===== config.mk =====
export PLATFORM = sky130hd
export DESIGN_NAME = countdown_timer_core
export DESIGN_NICKNAME = d
export VERILOG_FILES = /design/src/rtl/countdown_timer_core.sv
export SDC_FILE = /design/constraint.sdc
export NUM_CORES = 1
export LEC_CHECK = 0
export BUFFER_PORTS_ARGS = -buffer_cell sky130_fd_sc_hd__buf_4
export CAP_MARGIN = 20
export CORE_MARGIN = 2
export CORE_UTILIZATION = 25
export CTS_CLUSTER_SIZE = 14
export DETAILED_ROUTE_END_ITERATION = 8
export GPL_TIMING_DRIVEN = 0
export PLACE_DENSITY = 0.41
export SLEW_MARGIN = 0
export SYNTH_ARGS = -nofsm -noshare
export SYNTH_HDL_FRONTEND = slang
export SYNTH_SLANG_ARGS = --single-unit

===== constraint.sdc =====
create_clock -name clk -period 3.3 [get_ports clk]
set_input_delay 0.495 -clock clk [delete_from_list [all_inputs] [get_ports clk]]
set_output_delay 0.495 -clock clk [all_outputs]
set_load 0.01 [all_outputs]

===== src/rtl/countdown_timer_core.sv =====
// Countdown/count-up timer core: five-state control FSM, preset editor,
// binary working count with combinational BCD display, and an LED bar
// that indicates the run/done status.
module countdown_timer_core #(
  parameter int HI_MAX      = 23,
  parameter int LO_MAX      = 59,
  parameter int LED_W       = 16,
  parameter int COUNT_UP    = 0,
  parameter int AUTO_RELOAD = 0
) (
  input  logic             clk,
  input  logic             rst_n,
  input  logic             tick,
  input  logic             set_mode,
  input  logic             inc_hi,
  input  logic             inc_lo,
  input  logic             start_stop,
  input  logic             pause_resume,
  output logic [3:0]       hi_t,
  output logic [3:0]       hi_s,
  output logic [3:0]       lo_t,
  output logic [3:0]       lo_s,
  output logic             running,
  output logic             paused,
  output logic             done,
  output logic [LED_W-1:0] led
);

  localparam logic [6:0]       HI_MAX_V = 7'(HI_MAX);
  localparam logic [6:0]       LO_MAX_V = 7'(LO_MAX);
  localparam logic [LED_W-1:0] LED_ONE  = {{(LED_W-1){1'b0}}, 1'b1};
  localparam bit               AUTO_RL  = (AUTO_RELOAD != 0);

  typedef enum logic [2:0] {IDLE, SET, RUN, PAUSE, DONE} state_t;

  state_t           r_state, w_state_next;
  logic [6:0]       r_pre_hi, r_pre_lo, w_pre_hi_next, w_pre_lo_next;
  logic [6:0]       r_cnt_hi, r_cnt_lo, w_cnt_hi_next, w_cnt_lo_next;
  logic             r_done, w_done_next;
  logic [LED_W-1:0] r_led, w_led_next, w_led_rot;

  logic [6:0]       w_start_hi, w_start_lo, w_tgt_hi, w_tgt_lo;
  logic [6:0]       w_step_hi, w_step_lo;
  logic             w_pre_zero, w_at_tgt;
  logic [6:0]       w_disp_hi, w_disp_lo;
  logic [7:0]       w_bcd_hi, w_bcd_lo;

  // Binary 0..99 to two BCD digits. The units digit is taken modulo 16,
  // which is exact because the true remainder is always below 10.
  function automatic logic [7:0] bin2bcd(input logic [6:0] v);
    logic [3:0] tens;
    logic [3:0] units;
    tens = 4'd0;
    for (int k = 1; k <= 9; k++) begin
      if (v >= 7'(k * 10)) tens = 4'(k);
    end
    units = v[3:0] - (tens * 4'd10);
    return {tens, units};
  endfunction

  // Direction-dependent start value, target value and single-tick step.
  generate
    if (COUNT_UP != 0) begin : g_up
      assign w_start_hi = 7'd0;
      assign w_start_lo = 7'd0;
      assign w_tgt_hi   = r_pre_hi;
      assign w_tgt_lo   = r_pre_lo;
      // Up step: minute field rolls into the hour field at LO_MAX.
      always_comb begin
        w_step_hi = r_cnt_hi;
        w_step_lo = r_cnt_lo + 7'd1;
        if (r_cnt_lo == LO_MAX_V) begin
          w_step_hi = r_cnt_hi + 7'd1;
          w_step_lo = 7'd0;
        end
      end
    end else begin : g_down
      assign w_start_hi = r_pre_hi;
      assign w_start_lo = r_pre_lo;
      assign w_tgt_hi   = 7'd0;
      assign w_tgt_lo   = 7'd0;
      // Down step: minute field borrows from the hour field at zero.
      always_comb begin
        w_step_hi = r_cnt_hi;
        w_step_lo = r_cnt_lo - 7'd1;
        if (r_cnt_lo == 7'd0) begin
          w_step_hi = r_cnt_hi - 7'd1;
          w_step_lo = LO_MAX_V;
        end
      end
    end
  endgenerate

  assign w_pre_zero = (r_pre_hi == 7'd0) && (r_pre_lo == 7'd0);
  assign w_at_tgt   = (w_step_hi == w_tgt_hi) && (w_step_lo == w_tgt_lo);
  assign w_led_rot  = {r_led[LED_W-2:0], r_led[LED_W-1]};

  // Next-state, preset, count, done and LED logic; set_mode overrides all.
  always_comb begin
    w_state_next  = r_state;
    w_pre_hi_next = r_pre_hi;
    w_pre_lo_next = r_pre_lo;
    w_cnt_hi_next = r_cnt_hi;
    w_cnt_lo_next = r_cnt_lo;
    w_done_next   = 1'b0;
    w_led_next    = r_led;
    if (set_mode) begin
      w_state_next = SET;
      w_led_next   = '0;
      if (r_state == SET) begin
        if (inc_hi) w_pre_hi_next = (r_pre_hi == HI_MAX_V) ? 7'd0 : r_pre_hi + 7'd1;
        if (inc_lo) w_pre_lo_next = (r_pre_lo == LO_MAX_V) ? 7'd0 : r_pre_lo + 7'd1;
      end
    end else begin
      case (r_state)
        SET: begin
          w_state_next  = IDLE;
          w_cnt_hi_next = w_start_hi;
          w_cnt_lo_next = w_start_lo;
          w_led_next    = '0;
        end
        IDLE: begin
          if (start_stop && !w_pre_zero) begin
            w_state_next  = RUN;
            w_cnt_hi_next = w_start_hi;
            w_cnt_lo_next = w_start_lo;
            w_led_next    = LED_ONE;
          end
        end
        RUN: begin
          if (start_stop) begin
            w_state_next  = IDLE;
            w_cnt_hi_next = w_start_hi;
            w_cnt_lo_next = w_start_lo;
            w_led_next    = '0;
          end else if (pause_resume) begin
            w_state_next = PAUSE;
          end else if (tick) begin
            w_led_next = w_led_rot;
            if (w_at_tgt) begin
              w_done_next = 1'b1;
              if (AUTO_RL) begin
                w_cnt_hi_next = w_start_hi;
                w_cnt_lo_next = w_start_lo;
              end else begin
                w_state_next  = DONE;
                w_cnt_hi_next = w_step_hi;
                w_cnt_lo_next = w_step_lo;
                w_led_next    = '1;
              end
            end else begin
              w_cnt_hi_next = w_step_hi;
              w_cnt_lo_next = w_step_lo;
            end
          end
        end
        PAUSE: begin
          if (start_stop) begin
            w_state_next  = IDLE;
            w_cnt_hi_next = w_start_hi;
            w_cnt_lo_next = w_start_lo;
            w_led_next    = '0;
          end else if (pause_resume) begin
            w_state_next = RUN;
          end
        end
        DONE: begin
          if (start_stop) begin
            w_state_next  = IDLE;
            w_cnt_hi_next = w_start_hi;
            w_cnt_lo_next = w_start_lo;
            w_led_next    = '0;
          end else if (tick) begin
            w_led_next = ~r_led;
          end
        end
        default: begin
          w_state_next = IDLE;
          w_led_next   = '0;
        end
      endcase
    end
  end

  // FSM state register.
  always_ff @(posedge clk or negedge rst_n) begin
    if (!rst_n) r_state <= IDLE;
    else        r_state <= w_state_next;
  end

  // Preset, working count, done pulse and LED registers.
  always_ff @(posedge clk or negedge rst_n) begin
    if (!rst_n) begin
      r_pre_hi <= 7'd0;
      r_pre_lo <= 7'd0;
      r_cnt_hi <= 7'd0;
      r_cnt_lo <= 7'd0;
      r_done   <= 1'b0;
      r_led    <= '0;
    end else begin
      r_pre_hi <= w_pre_hi_next;
      r_pre_lo <= w_pre_lo_next;
      r_cnt_hi <= w_cnt_hi_next;
      r_cnt_lo <= w_cnt_lo_next;
      r_done   <= w_done_next;
      r_led    <= w_led_next;
    end
  end

  // SET shows the preset being edited; every other state shows the count.
  assign w_disp_hi = (r_state == SET) ? r_pre_hi : r_cnt_hi;
  assign w_disp_lo = (r_state == SET) ? r_pre_lo : r_cnt_lo;
  assign w_bcd_hi  = bin2bcd(w_disp_hi);
  assign w_bcd_lo  = bin2bcd(w_disp_lo);

  assign hi_t    = w_bcd_hi[7:4];
  assign hi_s    = w_bcd_hi[3:0];
  assign lo_t    = w_bcd_lo[7:4];
  assign lo_s    = w_bcd_lo[3:0];
  assign running = (r_state == RUN);
  assign paused  = (r_state == PAUSE);
  assign done    = r_done;
  assign led     = r_led;

endmodule


==> metrics.csv <==
stage,metric,value,unit
die,Total Die Area,16100,µm²
die,die height,127,µm
power,Cell Pwr Density,797,nW/µm²
worst_setup_path,Worst Reg-to-Reg Cells,10,
worst_hold_path,Hold Crit Class,in2async,
power,Internal,2.20,mW
worst_setup_path,Critical Path Start,r_state[2],
worst_setup_path,Setup CP Type,reg2out,
drt,Via-to-Cell Ratio,5.21,
clock_tree,clk_lat worst skew,0.31,ns
finish,fin nets,550,
global_route,"Most Used Layer, Global Route",met2,
power,P_leak,2.01,nW
power,Comb pwr share,59.0,%
yosys,post-synthesis cell count,468,
clock_tree,total clock sinks,48,
sta,max-slew violations,0,
power,Total Power,3.84,mW
worst_setup_path,Reg2Reg Capture Point,led[8],
placement,PortBufs,42,
yosys,share of the synthesized area in the top cell type,31.9,%
worst_setup_path,Worst EP required,2.80,ns
power,Sw Share,42.9,%
global_route,gr ovfl total,0,
worst_setup_path,Reg-to-Reg Start,r_cnt_lo[1],
die,Chip Width,127,µm
power,Net Switching,1.65,mW
yosys,Yosys cell types,72,
run_status,violated checks,negative setup slack,
clock_tree,cts bufs inserted,5,
yosys,Synth area leader,dfrtp_1,
clock_tree,TritonCTS clock tree,yes,
worst_setup_path,CP endpoint kind,output port,
finish,share of cells above drive strength 1,22.7,%
drt,Avg WL per Cell,17.4,µm
yosys,sequential area share after synthesis,31.9,%
power,power share of the sequential group,22.9,%
global_route,grt met2 use,24.3,%
sta,Clock Skew,0.0101,ns
sta,Finish-stage setup viols,4,
worst_setup_path,CP arrival,3.25,ns
worst_setup_path,"setup slack, reg-to-reg",0.47,ns
yosys,mapped cell area,3770,µm²
drt,DRT Wirelength,12400,µm
drt,Post-DRT Antenna Nets,0,
clock_tree,Post-CTS Hold Fix Bufs,0,
job,Max Cap Violations,0,
sta,Final Critical Period,3.74,ns
finish,Area Overhead vs Synth,28.0,%
power,clock share of power,18.0,%
yosys,Synth Register Bits,48,
sta,RSZ-0062 raised after global routing,yes,
drt,drt first pass iters,4,
clock_tree,clock root cell,clkbuf_16,
drt,via count,3733,
yosys,synth warn,0,
global_route,Global Route Usage Sum,15.2,%
yosys,Synth Flop Type,dfrtp_1,
sta,Tcrit/Tclk final,113,%
die,starting density of the core,25.7,%
die,num ports,43,
yosys,syn avg cell area,8.06,µm²
clock_tree,H-tree lvl count,2,
yosys,Syn Nets,487,
die,# rows,44,
placement,routability cong.,0.815,
die,Core ar.,14600,µm²
sta,Fin. Hold Viols,0,
global_route,first-pass GRT wire length,19700,µm
global_route,met3 Track Usage GR,3.04,%
global_route,met1 Use GR,20.7,%
sta,Max Fclk,267,MHz
yosys,Synth area leaders,"dfrtp_1 32%, nor2_1 5.6%, nand2_1 3.7%",
clock_tree,clock slew at reported path FFs,0.08,ns
run_status,status,"complete, but fails checks",
clock_tree,Longest Clk Path Bufs,2,
finish,n_diodes,0,
worst_setup_path,worst-path fanout max,10,
sta,Total Neg Setup Slack,-1.39,ns
worst_setup_path,Critical Path Sink,lo_s[3],
placement,post-DP HPWL,8820,µm
global_route,largest net degree at the start of global routing,49,
sta,pin slew with the least headroom to its limit,0.724,ns
global_route,number of global-route vias before repair,3621,
sta,Final WS setup,-0.441,ns
worst_setup_path,startpoint types,flip-flop,
power,Peak supply drop,400,µV
yosys,"EDFF count, synth",0,
yosys,"FFs w/ async S/R, synth",100,%
global_route,initial antenna violation count,0,
drt,DR DRC count,0,
sta,relative slew slack,51.5,%
drt,drt initial violations,201,
-- registers in the layout, summed over array words and instances, names as in the netlist --
name	count
led	16
r_cnt_hi	7
r_cnt_lo	7
r_pre_hi	7
r_pre_lo	7
r_state	3
done	1
-- metrics by stage --
step | hold slack (ns) | cell area [µm²] | utilization, % | setup slack (ns) | cells
finish | 0.227 | 4830 | 33.0 | -0.441 | 716
global route | 0.287 | 4830 | 33.0 | -0.606 | 716
CTS | 0.265 | 4720 | 32.2 | -0.511 | 713
detailed placement | 0.528 | 4320 | 29.5 | -0.535 | 694
global placement | 0.522 | 4320 | 29.5 | -0.528 | 694
floorplan | 0.199 | 3770 | - | -0.0442 | 468
-- layout make-up --
type	count	area (µm²)
Inverter	22	82.6
Multi-Input combinational cell	357	2450
Tap cell	184	230
Timing Repair Buffer	58	467
Sequential cell	48	1200
Clock buffer	5	125
Fill cell	1560	9820
Buffer	39	200
Clock inverter	3	68.8
-- power groups by stage --
stage                     logic (mW)  clock network, mW  registers (mW)
after floorplan                 1.36                  0           0.822
after detailed placement        2.01                  0           0.877
after CTS                       2.18              0.711           0.869
after global routing            2.51              0.731           0.902
final                           2.27              0.694           0.882
after global placement          2.01                  0           0.880
-- critical path, cell delays in order, from the launching register on --
cell     delay [ns]
dfrtp_1        0.39
buf_4          0.18
nor3b_4        0.29
buf_4          0.25
buf_4          0.22
buf_4          0.23
o31ai_1        0.09
mux2i_1        0.19
o21ai_2        0.10
fa_2           0.41
xnor2_2        0.15
xnor2_2        0.14
xnor2_1        0.15
buf_4          0.14
-- how the worst min path moves through the flow --
stage,startpoint,endpoint,slack (ns),cells after the start
after detailed placement,r_pre_hi[6],r_pre_hi[6],0.53,1
after global placement,r_pre_hi[6],r_pre_hi[6],0.52,1
after floorplan,rst_n,done,0.20,0
final,rst_n,r_cnt_hi[1],0.23,1
after CTS,rst_n,r_cnt_hi[1],0.27,1
after global routing,rst_n,r_pre_lo[2],0.29,1
-- metal layers --
metal  wire length, µm  vias to the layer above
li1                  -                     1816
met1              5930                     1814
met2              5780                       85
met3               458                       18
met4               265                        0
met5                 0                        -
-- logic make-up (layout without fill, tap and decap cells) --
kind of cell / Yosys count / in the layout / synth area share [%]
DFF: 48 / 48 / 31.9
muxes: 10 / 10 / 3.05
adders and majority gates: 11 / 11 / 4.05
and+or+nand+nor: 172 / 172 / 23.3
buffers and inverters: 63 / 127 / 7.47
xor gates and xnor gates: 17 / 17 / 3.95
AOI/OAI and AO/OA: 147 / 147 / 26.3
-- placed cells by master, fill, tap and decap left out, types with 4 or more instances in the layout --
master,netlist,final
buf_4,2,57
nor2_1,56,56
dfrtp_1,48,48
nand2_1,37,36
a21oi_1,26,26
o21ai_0,24,22
o21ai_1,21,22
clkbuf_1,23,21
inv_1,22,21
nor3_1,19,19
a211oi_1,17,17
nand3_1,11,11
xnor2_1,14,11
buf_6,3,8
buf_2,12,8
ha_1,9,7
nand2b_1,6,6
nor4_1,6,6
o22ai_1,6,6
o211ai_1,5,5
clkbuf_16,0,5
nor2b_1,5,4
mux2i_1,7,4
nand4_1,4,4
a22oi_1,5,4
-- cells in the mapped netlist (4+ instances only) --
master / number
nand2b_1: 6
and3_1: 4
xnor2_1: 14
nor2_1: 56
buf_2: 12
inv_1: 22
nor3_1: 19
o211ai_1: 5
a211oi_1: 17
a21oi_1: 26
ha_1: 9
o22ai_1: 6
nor2b_1: 5
mux2i_1: 7
nand2_1: 37
o21ai_0: 24
nand3_1: 11
dfrtp_1: 48
nand4_1: 4
o21ai_1: 21
clkbuf_1: 23
nor4_1: 6
a22oi_1: 5
-- what timing repair did --
item / 4_1_cts / 5_1_grt
pin swaps: 17 / 12
endpoints found under the setup margin: 9 / 5
setup buffers: 11 / 5
resized for setup: 23 / 19
Power figures use the tool's default switching activity.
